File: config.mk
export PLATFORM = sky130hd
export DESIGN_NAME = audio_dac_serializer
export DESIGN_NICKNAME = d
export VERILOG_FILES = /design/src/rtl/audio_dac_serializer.sv
export SDC_FILE = /design/constraint.sdc
export NUM_CORES = 1
export LEC_CHECK = 0
export BUFFER_PORTS_ARGS = -buffer_cell sky130_fd_sc_hd__buf_2
export CORE_MARGIN = 3
export CORE_UTILIZATION = 45
export CTS_CLUSTER_DIAMETER = 40
export CTS_CLUSTER_SIZE = 28
export DETAILED_ROUTE_END_ITERATION = 16
export HOLD_SLACK_MARGIN = 0.05
export SLEW_MARGIN = 40
export SYNTH_ARGS = -nofsm -noshare
export SYNTH_HDL_FRONTEND = slang
export SYNTH_SLANG_ARGS = --single-unit
File: constraint.sdc
create_clock -name clk -period 5.05 [get_ports clk]
set_input_delay 0.2525 -clock clk [delete_from_list [all_inputs] [get_ports clk]]
set_output_delay 0.2525 -clock clk [all_outputs]
set_load 0.005 [all_outputs]
File: src/rtl/audio_dac_serializer.sv
// audio_dac_serializer: buffers stereo sample pairs from the clk domain and
// shifts them out to a codec that is bit-clock master (bclk/daclrck).
// Framing: I2S (one-BCLK MSB delay) or left-justified, selected by I2S_MODE.
// Optional feature macro: AUDIO_DAC_UNDERRUN_COUNT_EN adds underrun_count[15:0].
module audio_dac_serializer #(
  parameter int DATA_WIDTH = 16,
  parameter int FIFO_DEPTH = 8,
  parameter int I2S_MODE   = 1
) (
  input  logic                          clk,
  input  logic                          reset,
  input  logic [2*DATA_WIDTH-1:0]       s_data,
  input  logic                          s_valid,
  output logic                          s_ready,
  input  logic                          bclk,
  input  logic                          daclrck,
  output logic                          dacdat,
  output logic [$clog2(FIFO_DEPTH):0]   fifo_level,
  output logic                          underrun
`ifdef AUDIO_DAC_UNDERRUN_COUNT_EN
  ,
  output logic [15:0]                   underrun_count
`endif
);

  localparam int AW = $clog2(FIFO_DEPTH);
  localparam int CW = $clog2(DATA_WIDTH) + 1;

  localparam logic [AW:0]   FULL_LEVEL = (AW + 1)'(FIFO_DEPTH);
  localparam logic [AW:0]   LEVEL_ONE  = (AW + 1)'(1);
  localparam logic [AW-1:0] PTR_ONE    = AW'(1);
  localparam logic [CW-1:0] LAST_BIT   = CW'(DATA_WIDTH - 1);
  localparam logic [CW-1:0] CNT_ONE    = CW'(1);

  typedef enum logic [1:0] {
    IDLE,
    DELAY,
    SHIFT
  } state_t;

  // ---------------------------------------------------------------------------
  // Codec clock synchronizers and edge detection
  // ---------------------------------------------------------------------------
  logic [1:0] bclk_sync;
  logic [1:0] lrck_sync;
  logic       bclk_prev;
  logic       lrck_prev;
  logic       bclk_fall;
  logic       lrck_fall;
  logic       lrck_rise;

  // Two-flop synchronizers followed by one edge-detect register per clock
  always_ff @(posedge clk) begin
    if (reset) begin
      bclk_sync <= '0;
      lrck_sync <= '0;
      bclk_prev <= 1'b0;
      lrck_prev <= 1'b0;
    end else begin
      bclk_sync <= {bclk_sync[0], bclk};
      lrck_sync <= {lrck_sync[0], daclrck};
      bclk_prev <= bclk_sync[1];
      lrck_prev <= lrck_sync[1];
    end
  end

  assign bclk_fall = bclk_prev & ~bclk_sync[1];
  assign lrck_fall = lrck_prev & ~lrck_sync[1];
  assign lrck_rise = ~lrck_prev & lrck_sync[1];

  // ---------------------------------------------------------------------------
  // Sample-pair FIFO
  // ---------------------------------------------------------------------------
  logic [2*DATA_WIDTH-1:0] mem [FIFO_DEPTH];
  logic [AW-1:0]           wr_ptr;
  logic [AW-1:0]           rd_ptr;
  logic [AW:0]             count;
  logic                    full;
  logic                    empty;
  logic                    push;
  logic                    pop;
  logic [2*DATA_WIDTH-1:0] rd_data;

  assign full    = (count == FULL_LEVEL);
  assign empty   = (count == '0);
  assign s_ready = !full;
  // A pop frees a slot only after this cycle, so a full FIFO never admits a
  // push in the same cycle as the pop.
  assign push    = s_valid && !full;
  assign pop     = lrck_fall && !empty;
  assign rd_data = mem[rd_ptr];

  assign fifo_level = count;

  // Storage array, written on every accepted push
  always_ff @(posedge clk) begin
    if (push) begin
      mem[wr_ptr] <= s_data;
    end
  end

  // Pointers and occupancy; simultaneous push and pop leave the level unchanged
  always_ff @(posedge clk) begin
    if (reset) begin
      wr_ptr <= '0;
      rd_ptr <= '0;
      count  <= '0;
    end else begin
      if (push) begin
        wr_ptr <= wr_ptr + PTR_ONE;
      end
      if (pop) begin
        rd_ptr <= rd_ptr + PTR_ONE;
      end
      case ({push, pop})
        2'b10:   count <= count + LEVEL_ONE;
        2'b01:   count <= count - LEVEL_ONE;
        default: count <= count;
      endcase
    end
  end

  // ---------------------------------------------------------------------------
  // Shifter FSM
  // ---------------------------------------------------------------------------
  state_t                  state;
  state_t                  state_next;
  logic [DATA_WIDTH-1:0]   shift_reg;
  logic [DATA_WIDTH-1:0]   shift_next;
  logic [DATA_WIDTH-1:0]   right_latch;
  logic [DATA_WIDTH-1:0]   latch_next;
  logic [CW-1:0]           bit_cnt;
  logic [CW-1:0]           cnt_next;
  logic                    load;
  logic [DATA_WIDTH-1:0]   load_word;
  logic [DATA_WIDTH-1:0]   left_word;
  logic [DATA_WIDTH-1:0]   right_word;

  assign load       = lrck_fall | lrck_rise;
  assign left_word  = empty ? '0 : rd_data[2*DATA_WIDTH-1:DATA_WIDTH];
  assign right_word = empty ? '0 : rd_data[DATA_WIDTH-1:0];
  assign load_word  = lrck_fall ? left_word : right_latch;

  // State, shift register, right-channel latch, bit counter and output data
  always_ff @(posedge clk) begin
    if (reset) begin
      state       <= IDLE;
      shift_reg   <= '0;
      right_latch <= '0;
      bit_cnt     <= '0;
      dacdat      <= 1'b0;
    end else begin
      state       <= state_next;
      shift_reg   <= shift_next;
      right_latch <= latch_next;
      bit_cnt     <= cnt_next;
      dacdat      <= (state_next == SHIFT) && shift_next[DATA_WIDTH-1];
    end
  end

  // Next-state logic; a daclrck edge aborts any word in flight and reloads
  always_comb begin
    state_next = state;
    shift_next = shift_reg;
    latch_next = right_latch;
    cnt_next   = bit_cnt;

    if (lrck_fall) begin
      latch_next = right_word;
    end

    if (load) begin
      shift_next = load_word;
      cnt_next   = '0;
      state_next = (I2S_MODE != 0) ? DELAY : SHIFT;
    end else if (bclk_fall) begin
      case (state)
        DELAY: begin
          state_next = SHIFT;
        end
        SHIFT: begin
          // Counter ends at DATA_WIDTH and holds there until the next load
          shift_next = {shift_reg[DATA_WIDTH-2:0], 1'b0};
          cnt_next   = bit_cnt + CNT_ONE;
          if (bit_cnt == LAST_BIT) begin
            state_next = IDLE;
          end
        end
        default: begin
          state_next = IDLE;
        end
      endcase
    end
  end

  // One-cycle underrun pulse when a left frame starts with nothing to send
  always_ff @(posedge clk) begin
    if (reset) begin
      underrun <= 1'b0;
    end else begin
      underrun <= lrck_fall && empty;
    end
  end

`ifdef AUDIO_DAC_UNDERRUN_COUNT_EN
  // Saturating count of underrun pulses
  always_ff @(posedge clk) begin
    if (reset) begin
      underrun_count <= '0;
    end else if (underrun && (underrun_count != 16'hFFFF)) begin
      underrun_count <= underrun_count + 16'd1;
    end
  end
`else
  // Underrun counting disabled: no counter and no port.
`endif

endmodule

==> results.sh, run 1 <==
export IMPL_antenna_left=0
export IMPL_design_die_area_mm2=0.0294
export IMPL_grt_max_degree=54
export IMPL_holdCritStartpoint="reset"
export IMPL_final_cell_mix="edfxtp_1 (256), dfxtp_1 (57), mux4_2 (52), clkbuf_16 (42), buf_2 (42)"
export IMPL_path_clk_slew_ps=60
export IMPL_min_path_type="input port to flip-flop"
export IMPL_netlist_instances=666
export IMPL_cp_cell_sequence="or4b_1, nand2_2, ha_1, ha_1, a21oi_1, a21oi_1, or4_1, a21oi_1"
export IMPL_hold_violations=0
export IMPL_worstRegToRegCells=8
export IMPL_core_area_mm2=0.0265
export IMPL_cts_tree="yes"
export IMPL_cpMostUsedCell="a21oi_1"
export IMPL_grt_remaining_overflow=0
export IMPL_cp_num_buf_inv=0
export IMPL_path_delay_family="simple AND/OR/NAND/NOR gates"
export IMPL_port_buffers=43
export IMPL_finalCriticalPeriod_ps=2810
export IMPL_clock_fmax_mhz=356
export IMPL_postLayoutCoreUtil=0.551
export IMPL_std_cell_rows=59
export IMPL_grt_pass1_vias=6522
export IMPL_drcViolationCount=0
export IMPL_rsz0062_at_grt="false"
export IMPL_die_x_um=172
export IMPL_power_density_mw_per_mm2=423
export IMPL_synth_xor_area_frac=0.00639
export IMPL_max_cap_violations=0
export IMPL_ys_warn_count=0
export IMPL_max_stage_delay_ps=650
export IMPL_final_common_cell="edfxtp_1"
export IMPL_finalSetupTns_ps=0
export IMPL_synth_top_family_by_area="multiplexers"
export IMPL_crit_required_ps=5480
export IMPL_finalCritPeriodShare=0.556
export IMPL_crit_type="flip-flop to flip-flop"
export IMPL_die_h_um=172
export IMPL_crit_fanout=7
export IMPL_maxSlewViolCount=0
export IMPL_muxShareOfSynthArea=0.147
export IMPL_syn_nets=714
export IMPL_status="completed"
export IMPL_rrSetupSlack_ps=2240
export IMPL_htreeDepth=2
export IMPL_start_util=0.466
export IMPL_area_growth_pct=18.4
export IMPL_largest_reg_flops=256
export IMPL_root_buffer="clkbuf_16"
export IMPL_hold_path_end="lrck_prev$_SDFF_PP0_"
export IMPL_grt_pass1_wl_mm=38.1
export IMPL_antenna_found_initial=0
export IMPL_place_congestion=0.779
export IMPL_wirelength_mm=24.7
export IMPL_n_fill_cell=2046
export IMPL_start_kind="flip-flop"
export IMPL_synth_simple_area_share=0.0351
export IMPL_synth_fa_ha_area_frac=0.0118
export IMPL_post_drt_wl_per_cell_um=22.0
export IMPL_p_leak_nw=4.81
export IMPL_relSlewSlack=0.487
export IMPL_clockBufferDepth=3
export IMPL_insertion_delay_ps=520
export IMPL_max_slew_worst_pin_slew_ps=767
export IMPL_synth_top_flop_cell="edfxtp_1"
export IMPL_drtIter0Drc=532
export IMPL_synth_compound_area_frac=0.0438
export IMPL_r2r_start="fifo_level[0]$_SDFFE_PP0P_"
export IMPL_synth_seq_cells=316
export IMPL_async_reset_ff_frac=0
export IMPL_synth_area_mm2=0.0123
export IMPL_viasPerCell=5.60
export IMPL_clock_sinks=316
export IMPL_track_usage=0.171
export IMPL_ios=44
export IMPL_endpoint_kind="flip-flop"
export IMPL_whs_path_depth=2
export IMPL_power_mw=6.19
export IMPL_antennaDiodeCount=0
export IMPL_drt_pass1_iterations=4
export IMPL_yosys_cell_types_count=47
export IMPL_cpMaxStageDelayCell="or4b_1"
export IMPL_dp_hpwl_mm=13.8
export IMPL_cts_buffers=39
export IMPL_dr_total_vias=6286
export IMPL_ys_seq_area_frac=0.720
export IMPL_finalNetCount=806
export IMPL_ir_worst_vdd_mv=0.300
export IMPL_drive_gt1_frac=0.245
export IMPL_fin_worst_skew_ps=16.2
export IMPL_cts_repair_resized=0
export IMPL_setup_viol_count_final=0
export IMPL_hold_slack_ps=205
export IMPL_crit_arrival_ps=3240
export IMPL_synth_avg_cell_area_um2=18.5
export IMPL_synth_enable_flop_cells=256
export IMPL_timing_rr_end="fifo_level[3]$_SDFFE_PP0P_"
-- stage by stage --
stage                     std cells  setup slack, ps  instance area (µm²)
after CTS                      1123             2250                14600
final                          1123             2240                14600
after detailed placement       1017             2280                12800
after global placement         1015             2210                12800
after global routing           1123             2070                14600
after floorplan                 666              595                12300
-- cell type report --
cell class	count	area (µm²)	area share
sequential	316	8890	0.609
multi-input combinational	287	3070	0.210
clock buffer	45	1080	0.0741
timing repair buffer	91	691	0.0473
inverter	23	86.3	0.00591
tap	335	419	0.0287
clock inverter	26	368	0.0252
-- cells by family (layout without fill, tap and decap cells) --
logic type / after synthesis / count (layout)
simple gates: 92 / 92
mux: 98 / 98
xor+xnor: 9 / 9
fa+ha+maj: 11 / 11
flops: 316 / 316
compound gates: 77 / 77
buf+inv: 63 / 185
-- report_power, final --
group          total (mW)  switching, mW  internal [mW]  leakage (nW)
Sequential           2.91         0.0269           2.88          2.81
Combinational       0.244          0.139          0.105          1.30
Clock                3.03           1.10           1.93         0.700
Total                6.19           1.27           4.92          4.81
-- per-layer routing --
layer	up-vias	routed length, µm	global-route usage	share of wire
met1	3280	11100	0.235	0.45
met3	36	901	0.0308	0.036
met5	-	0	0	0
li1	2848	-	-	-
met4	0	466	0.0497	0.019
met2	122	12300	0.283	0.50
-- cell usage after synthesis, drive strengths merged (2+ instances only) --
| cell | n | area (µm²) |
|---|---|---|
| edfxtp | 256 | 7690 |
| mux4 | 63 | 1460 |
| dfxtp | 60 | 1200 |
| nand2 | 36 | 138 |
| mux2i | 34 | 340 |
| buf | 23 | 210 |
| inv | 23 | 86.3 |
| nor2 | 23 | 86.3 |
| a21oi | 22 | 110 |
| clkbuf | 17 | 144 |
| o22ai | 17 | 106 |
| o32ai | 15 | 131 |
| a22o | 14 | 123 |
| ha | 10 | 125 |
| nor2b | 7 | 43.8 |
| xor2 | 7 | 61.3 |
| nand2b | 6 | 40.0 |
| nand3 | 5 | 25.0 |
| nor3 | 5 | 25.0 |
| and3 | 2 | 12.5 |
| o21ai | 2 | 10.0 |
| or4 | 2 | 15.0 |
| xnor2 | 2 | 17.5 |
-- worst max-delay path by stage --
stage / start / end / slack [ps] / depth (start not counted)
6_report: fifo_level[0]$_SDFFE_PP0P_ / fifo_level[3]$_SDFFE_PP0P_ / 2240 / 8
5_1_grt: fifo_level[0]$_SDFFE_PP0P_ / fifo_level[3]$_SDFFE_PP0P_ / 2070 / 8
4_1_cts: fifo_level[0]$_SDFFE_PP0P_ / fifo_level[3]$_SDFFE_PP0P_ / 2250 / 8
3_5_place_dp: fifo_level[0]$_SDFFE_PP0P_ / fifo_level[3]$_SDFFE_PP0P_ / 2280 / 8
3_3_place_gp: lrck_sync[1]$_SDFF_PP0_ / fifo_level[3]$_SDFFE_PP0P_ / 2210 / 9
2_1_floorplan: fifo_level[0]$_SDFFE_PP0P_ / mem[0][0]$_DFFE_PP_ / 600 / 4
-- repair_timing --
item                                   CTS  global route
endpoints found under the hold margin  259             0
buffers inserted                         0             0
hold buffers                            35             0
No activity file was read; power rests on OpenSTA's default activity.
==> inputs of run 2 (changes only) <==
- clock period: 5.05 -> 2.27 ns (I/O delays scaled with it)
==> run 2 against run 1 <==
Against the previous run:
- non-clock buffer count is 28 higher
- total power rose by 110%
- final cell count increased by 2.4%
- critical endpoint unchanged
- flip-flop and latch count is the same
==> results.sh, run 2 (same netlist as run 1, synthesis figures left out) <==
export IMPL_die_h_um=172
export IMPL_ios=44
export IMPL_max_slew_worst_pin_slew_ps=649
export IMPL_clockBufferDepth=3
export IMPL_setup_viol_count_final=0
export IMPL_min_path_type="input port to flip-flop"
export IMPL_whs_path_depth=2
export IMPL_post_drt_wl_per_cell_um=21.1
export IMPL_finalCriticalPeriod_ps=2260
export IMPL_final_cell_mix="edfxtp_1 (256), dfxtp_1 (53), mux4_2 (52), buf_2 (43)"
export IMPL_track_usage=0.170
export IMPL_drive_gt1_frac=0.267
export IMPL_endpoint_kind="flip-flop"
export IMPL_grt_pass1_vias=6575
export IMPL_worstRegToRegCells=8
export IMPL_cpMaxStageDelayCell="or4b_4"
export IMPL_fin_worst_skew_ps=29.4
export IMPL_antenna_found_initial=0
export IMPL_finalNetCount=833
export IMPL_largest_reg_flops=256
export IMPL_grt_remaining_overflow=0
export IMPL_use_met2=0.290
export IMPL_status="completed"
export IMPL_maxSlewViolCount=0
export IMPL_path_clk_slew_ps=60
export IMPL_p_leak_nw=4.87
export IMPL_root_buffer="clkbuf_16"
export IMPL_relSlewSlack=0.567
export IMPL_met3_usage=0.0310
export IMPL_grt_pass1_wl_mm=38.0
export IMPL_insertion_delay_ps=520
export IMPL_clock_sinks=316
export IMPL_crit_fanout=3
export IMPL_die_x_um=172
export IMPL_antenna_left=0
export IMPL_ir_worst_vdd_mv=0.734
export IMPL_finalCritPeriodShare=0.995
export IMPL_rsz0062_at_grt="true"
export IMPL_clock_fmax_mhz=443
export IMPL_place_congestion=0.816
export IMPL_cp_num_buf_inv=0
export IMPL_drtIter0Drc=452
export IMPL_viasPerCell=5.50
export IMPL_power_density_mw_per_mm2=870
export IMPL_drt_pass1_iterations=4
export IMPL_rrSetupSlack_ps=10
export IMPL_design_die_area_mm2=0.0294
export IMPL_crit_type="flip-flop to flip-flop"
export IMPL_max_stage_delay_ps=570
export IMPL_final_common_cell="edfxtp_1"
export IMPL_cts_buffers=38
export IMPL_port_buffers=43
export IMPL_finalSetupTns_ps=0
export IMPL_htreeDepth=2
export IMPL_antennaDiodeCount=0
export IMPL_max_cap_violations=0
export IMPL_wirelength_mm=24.3
export IMPL_dpl_instance_area_mm2=0.0132
export IMPL_globalRouteMet1Util=0.230
export IMPL_start_kind="flip-flop"
export IMPL_dr_total_vias=6325
export IMPL_hold_violations=0
export IMPL_grt_max_degree=43
export IMPL_hold_slack_ps=396
export IMPL_dp_hpwl_mm=13.8
export IMPL_core_area_mm2=0.0265
export IMPL_start_util=0.466
export IMPL_std_cell_rows=59
export IMPL_drcViolationCount=0
export IMPL_cts_tree="yes"
export IMPL_crit_required_ps=2700
export IMPL_area_growth_pct=20.1
export IMPL_path_delay_family="simple AND/OR/NAND/NOR gates"
export IMPL_postLayoutCoreUtil=0.559
export IMPL_design_area_mm2=0.0148
export IMPL_grt_most_used_layer="met2"
export IMPL_cp_cell_sequence="or4b_4, nand2_4, ha_4, ha_4, a21oi_2, a21oi_1, or4_1, a21oi_1"
export IMPL_crit_arrival_ps=2690
export IMPL_cp_depth=8
[run 2: stage by stage]
step	instances	power (mW)	setup WS (ps)
after global routing	1150	13.4	-62.9
after CTS	1150	13.1	2.99
final	1150	12.9	12.4
after global placement	1041	7.12	-4.42
after floorplan	666	6.90	-348
after detailed placement	1041	7.15	-110
[run 2: worst reg2reg max path, cell delays in order, from the launching register on]
cell	delay, ps
dfxtp_2	330
or4b_4	570
nand2_4	90
ha_4	150
ha_4	200
a21oi_2	130
a21oi_1	90
or4_1	480
a21oi_1	140
[run 2: power by group]
part           leakage [nW]  internal (mW)  switching, mW
Sequential             2.82           6.42         0.0534
Combinational          1.47          0.273          0.331
Clock                 0.585           3.53           2.29
[run 2: final cells by class]
class,count,area [µm²]
Clock buffer,47,1000
Clock inverter,23,239
Fill cell,2023,11700
Inverter,23,86.3
Multi-Input combinational cell,287,3130
Sequential cell,316,8900
Tap cell,335,419
Timing Repair Buffer,119,1040
[run 2: path summary, 6_finish.rpt]
check,start,endpoint
setup reg to reg,fifo_level[0]$_SDFFE_PP0P_,fifo_level[3]$_SDFFE_PP0P_
setup / recovery,fifo_level[0]$_SDFFE_PP0P_,fifo_level[3]$_SDFFE_PP0P_
hold reg to reg,bclk_sync[0]$_SDFF_PP0_,bclk_sync[1]$_SDFF_PP0_
hold / removal,s_data[6],mem[2][6]$_DFFE_PP_
[run 2: what timing repair did]
item / in CTS / in global routing
endpoints found under the hold margin: 267 / 0
pin swaps: 4 / 1
cloned: 0 / 0
buffers inserted: 1 / 0
resized for setup: 3 / 0
hold buffers: 38 / 0
endpoints found under the setup margin: 1 / 1
[run 2: layer usage]
metal  wire length, µm  vias up
met3              1080       33
met2             12300      130
met4               371        0
met5                 0        -
li1                  -     2905
met1             10500     3257
==> inputs of run 3 (changes only) <==
- ABC_AREA: default -> 1
- CTS_BUF_LIST: default -> sky130_fd_sc_hd__clkbuf_8
==> run 3 against run 2 <==
Against the previous run:
- combinational power up 15%
- sequential share of layout area down 0.94 points
- via count up 36%
- global-route usage up 1.9 points
- critical endpoint is now mem[4][29]$_DFFE_PP_
- flip-flop and latch count unchanged
- core utilization down 2.4 points
- sequential power about the same
- wire length up 19%
- synthesized area up 5.1%
- non-clock buffer count down 6
- total power down 7.2%
==> results.sh, run 3 <==
export IMPL_crit_required_ps=2510
export IMPL_maxSlewViolCount=0
export IMPL_synth_area_top_cells="edfxtp_1 (59%), dfxtp_1 (9.3%), nand2_1 (7.8%), nand3_1 (4.6%), inv_1 (3.9%)"
export IMPL_cp_num_buf_inv=4
export IMPL_synth_avg_cell_area_um2=10.6
export IMPL_finalSetupTns_ps=0
export IMPL_track_usage=0.190
export IMPL_wirelength_mm=28.8
export IMPL_synth_top_area_cell="edfxtp_1"
export IMPL_post_drt_wl_per_cell_um=16.8
export IMPL_viasPerCell=5.03
export IMPL_ys_seq_area_frac=0.686
export IMPL_antenna_left=0
export IMPL_dp_hpwl_mm=16.3
export IMPL_cts_tree="yes"
export IMPL_fin_worst_skew_ps=28.2
export IMPL_finalCritPeriodShare=0.913
export IMPL_final_common_cell="nand2_1"
export IMPL_insertion_delay_ps=560
export IMPL_clockBufferDepth=3
export IMPL_die_x_um=176
export IMPL_drcViolationCount=0
export IMPL_crit_arrival_ps=2320
export IMPL_min_path_type="input port to flip-flop"
export IMPL_synth_area_mm2=0.0130
export IMPL_post_synth_top_count_cell="nand2_1"
export IMPL_rrSetupSlack_ps=200
export IMPL_worstRegToRegCells=8
export IMPL_dr_total_vias=8633
export IMPL_ir_worst_vdd_mv=0.568
export IMPL_ios=44
export IMPL_root_buffer="clkbuf_8"
export IMPL_postCtsSetupBuffers=0
export IMPL_die_h_um=176
export IMPL_antenna_found_initial=0
export IMPL_clock_fmax_mhz=482
export IMPL_whs_path_depth=2
export IMPL_drt_pass1_iterations=5
export IMPL_drtIter0Drc=612
export IMPL_cp_cell_sequence="inv_1, nand3_1, nand2_1, buf_4, inv_1, nand2_1, nor2_4, buf_12"
export IMPL_status="completed"
export IMPL_synth_seq_cells=316
export IMPL_async_reset_ff_frac=0
export IMPL_max_stage_delay_ps=390
export IMPL_area_growth_pct=16.1
export IMPL_place_congestion=0.788
export IMPL_drive_gt1_frac=0.117
export IMPL_path_delay_family="simple AND/OR/NAND/NOR gates"
export IMPL_crit_fanout=17
export IMPL_synth_enable_flop_cells=256
export IMPL_n_fill_cell=2512
export IMPL_finalNetCount=1358
export IMPL_finalCriticalPeriod_ps=2070
export IMPL_crit_type="flip-flop to flip-flop"
export IMPL_endpoint_kind="flip-flop"
export IMPL_max_cap_violations=0
export IMPL_final_cells=1718
export IMPL_cp_depth=8
export IMPL_place_inst=1608
export IMPL_setup_viol_count_final=0
export IMPL_grt_remaining_overflow=0
export IMPL_design_die_area_mm2=0.0309
export IMPL_std_cell_rows=61
export IMPL_hold_violations=0
export IMPL_p_leak_nw=5.77
export IMPL_synth_top_flop_cell="edfxtp_1"
export IMPL_grt_max_degree=129
export IMPL_synthTopCellsByCount="nand2_1 (269), edfxtp_1 (256), inv_1 (133)"
export IMPL_relSlewSlack=0.550
export IMPL_largest_reg_flops=256
export IMPL_yosys_cell_types_count=26
export IMPL_antennaDiodeCount=0
export IMPL_start_util=0.462
export IMPL_port_buffers=43
export IMPL_syn_nets=1270
export IMPL_power_density_mw_per_mm2=795
export IMPL_path_clk_slew_ps=90
export IMPL_cpMaxStageDelayCell="nor2_4"
export IMPL_hold_slack_ps=352
export IMPL_rsz0062_at_grt="false"
export IMPL_grt_pass1_vias=8330
export IMPL_htreeDepth=2
export IMPL_postLayoutCoreUtil=0.536
export IMPL_clock_sinks=316
export IMPL_power_mw=12.0
export IMPL_synth_top_area_share=0.593
export IMPL_ys_warn_count=0
export IMPL_start_kind="flip-flop"
export IMPL_final_cell_mix="nand2_1 (269), edfxtp_1 (256), inv_1 (133), nand3_1 (118), nor2_1 (117)"
export IMPL_grt_pass1_wl_mm=45.7
export IMPL_max_slew_worst_pin_slew_ps=676
export IMPL_netlist_instances=1222
export IMPL_core_area_mm2=0.0281
export IMPL_cts_buffers=40
[run 3: changes by cell type after synthesis, moves of 17 or more]
cell and change:
o21ai_1 +21, o22ai_1 -17, mux4_2 -52, inv_1 +110, nor2_1 +102, o211ai_1 +31
nand2_1 +234, mux2i_1 -34, nand3_1 +113, buf_2 +21, o21ai_0 +58, a21oi_1 +38
[run 3: kinds of logic after synthesis]
kind of cell               Yosys count  synth area share
and+or+nand+nor                    518             0.162
xor gates and xnor gates             1          0.000676
buffers and inverters              202            0.0666
adders and majority gates           11            0.0112
DFF                                316             0.686
AOI/OAI and AO/OA                  174            0.0735
[run 3: stage by stage]
stage	setup WS (ps)	area, µm²
2_1_floorplan	-358	13000
6_report	197	15000
3_5_place_dp	216	13700
3_3_place_gp	238	13700
5_1_grt	38.6	15000
4_1_cts	203	15000
[run 3: routing by layer]
layer / up-vias / wire length, µm / global-route usage / part of all wire
met1: 4140 / 13200 / 0.258 / 0.46
met4: 0 / 624 / 0.0531 / 0.022
li1: 4279 / - / - / -
met2: 166 / 13800 / 0.318 / 0.48
met3: 48 / 1240 / 0.0303 / 0.043
met5: - / 0 / 0 / 0
[run 3: layout make-up]
type	instances	area [µm²]	share of cell area
multi-input combinational	704	3270	0.217
inverter	135	508	0.0338
timing repair buffer	113	936	0.0622
clock buffer	42	578	0.0384
tap	378	473	0.0314
clock inverter	30	388	0.0258
sequential	316	8890	0.591
[run 3: path summary, 6_finish.rpt]
| check | from | to |
|---|---|---|
| setup / recovery | fifo_level[2]$_SDFFE_PP0P_ | mem[4][29]$_DFFE_PP_ |
| hold / removal | s_data[4] | mem[1][4]$_DFFE_PP_ |
| setup reg to reg | fifo_level[2]$_SDFFE_PP0P_ | mem[4][29]$_DFFE_PP_ |
| hold reg to reg | bclk_sync[0]$_SDFF_PP0_ | bclk_sync[1]$_SDFF_PP0_ |
[run 3: power by group]
| part | switching (mW) | internal, mW |
|---|---|---|
| Combinational | 0.452 | 0.242 |
| Clock | 2.29 | 2.54 |
| Sequential | 0.0454 | 6.41 |
| Total | 2.78 | 9.19 |
[run 3: timing repair]
| item | 4_1_cts | 5_1_grt |
|---|---|---|
| endpoints found under the setup margin | 0 | 1 |
| gates resized for setup | 0 | 1 |
| hold buffers | 38 | 0 |
| endpoints found under the hold margin | 275 | 0 |
[run 3: worst reg2reg max path, stage by stage, from the launching register on]
cell	delay [ps]
dfxtp_1	370
inv_1	80
nand3_1	120
nand2_1	110
buf_4	160
inv_1	60
nand2_1	240
nor2_4	390
buf_12	220
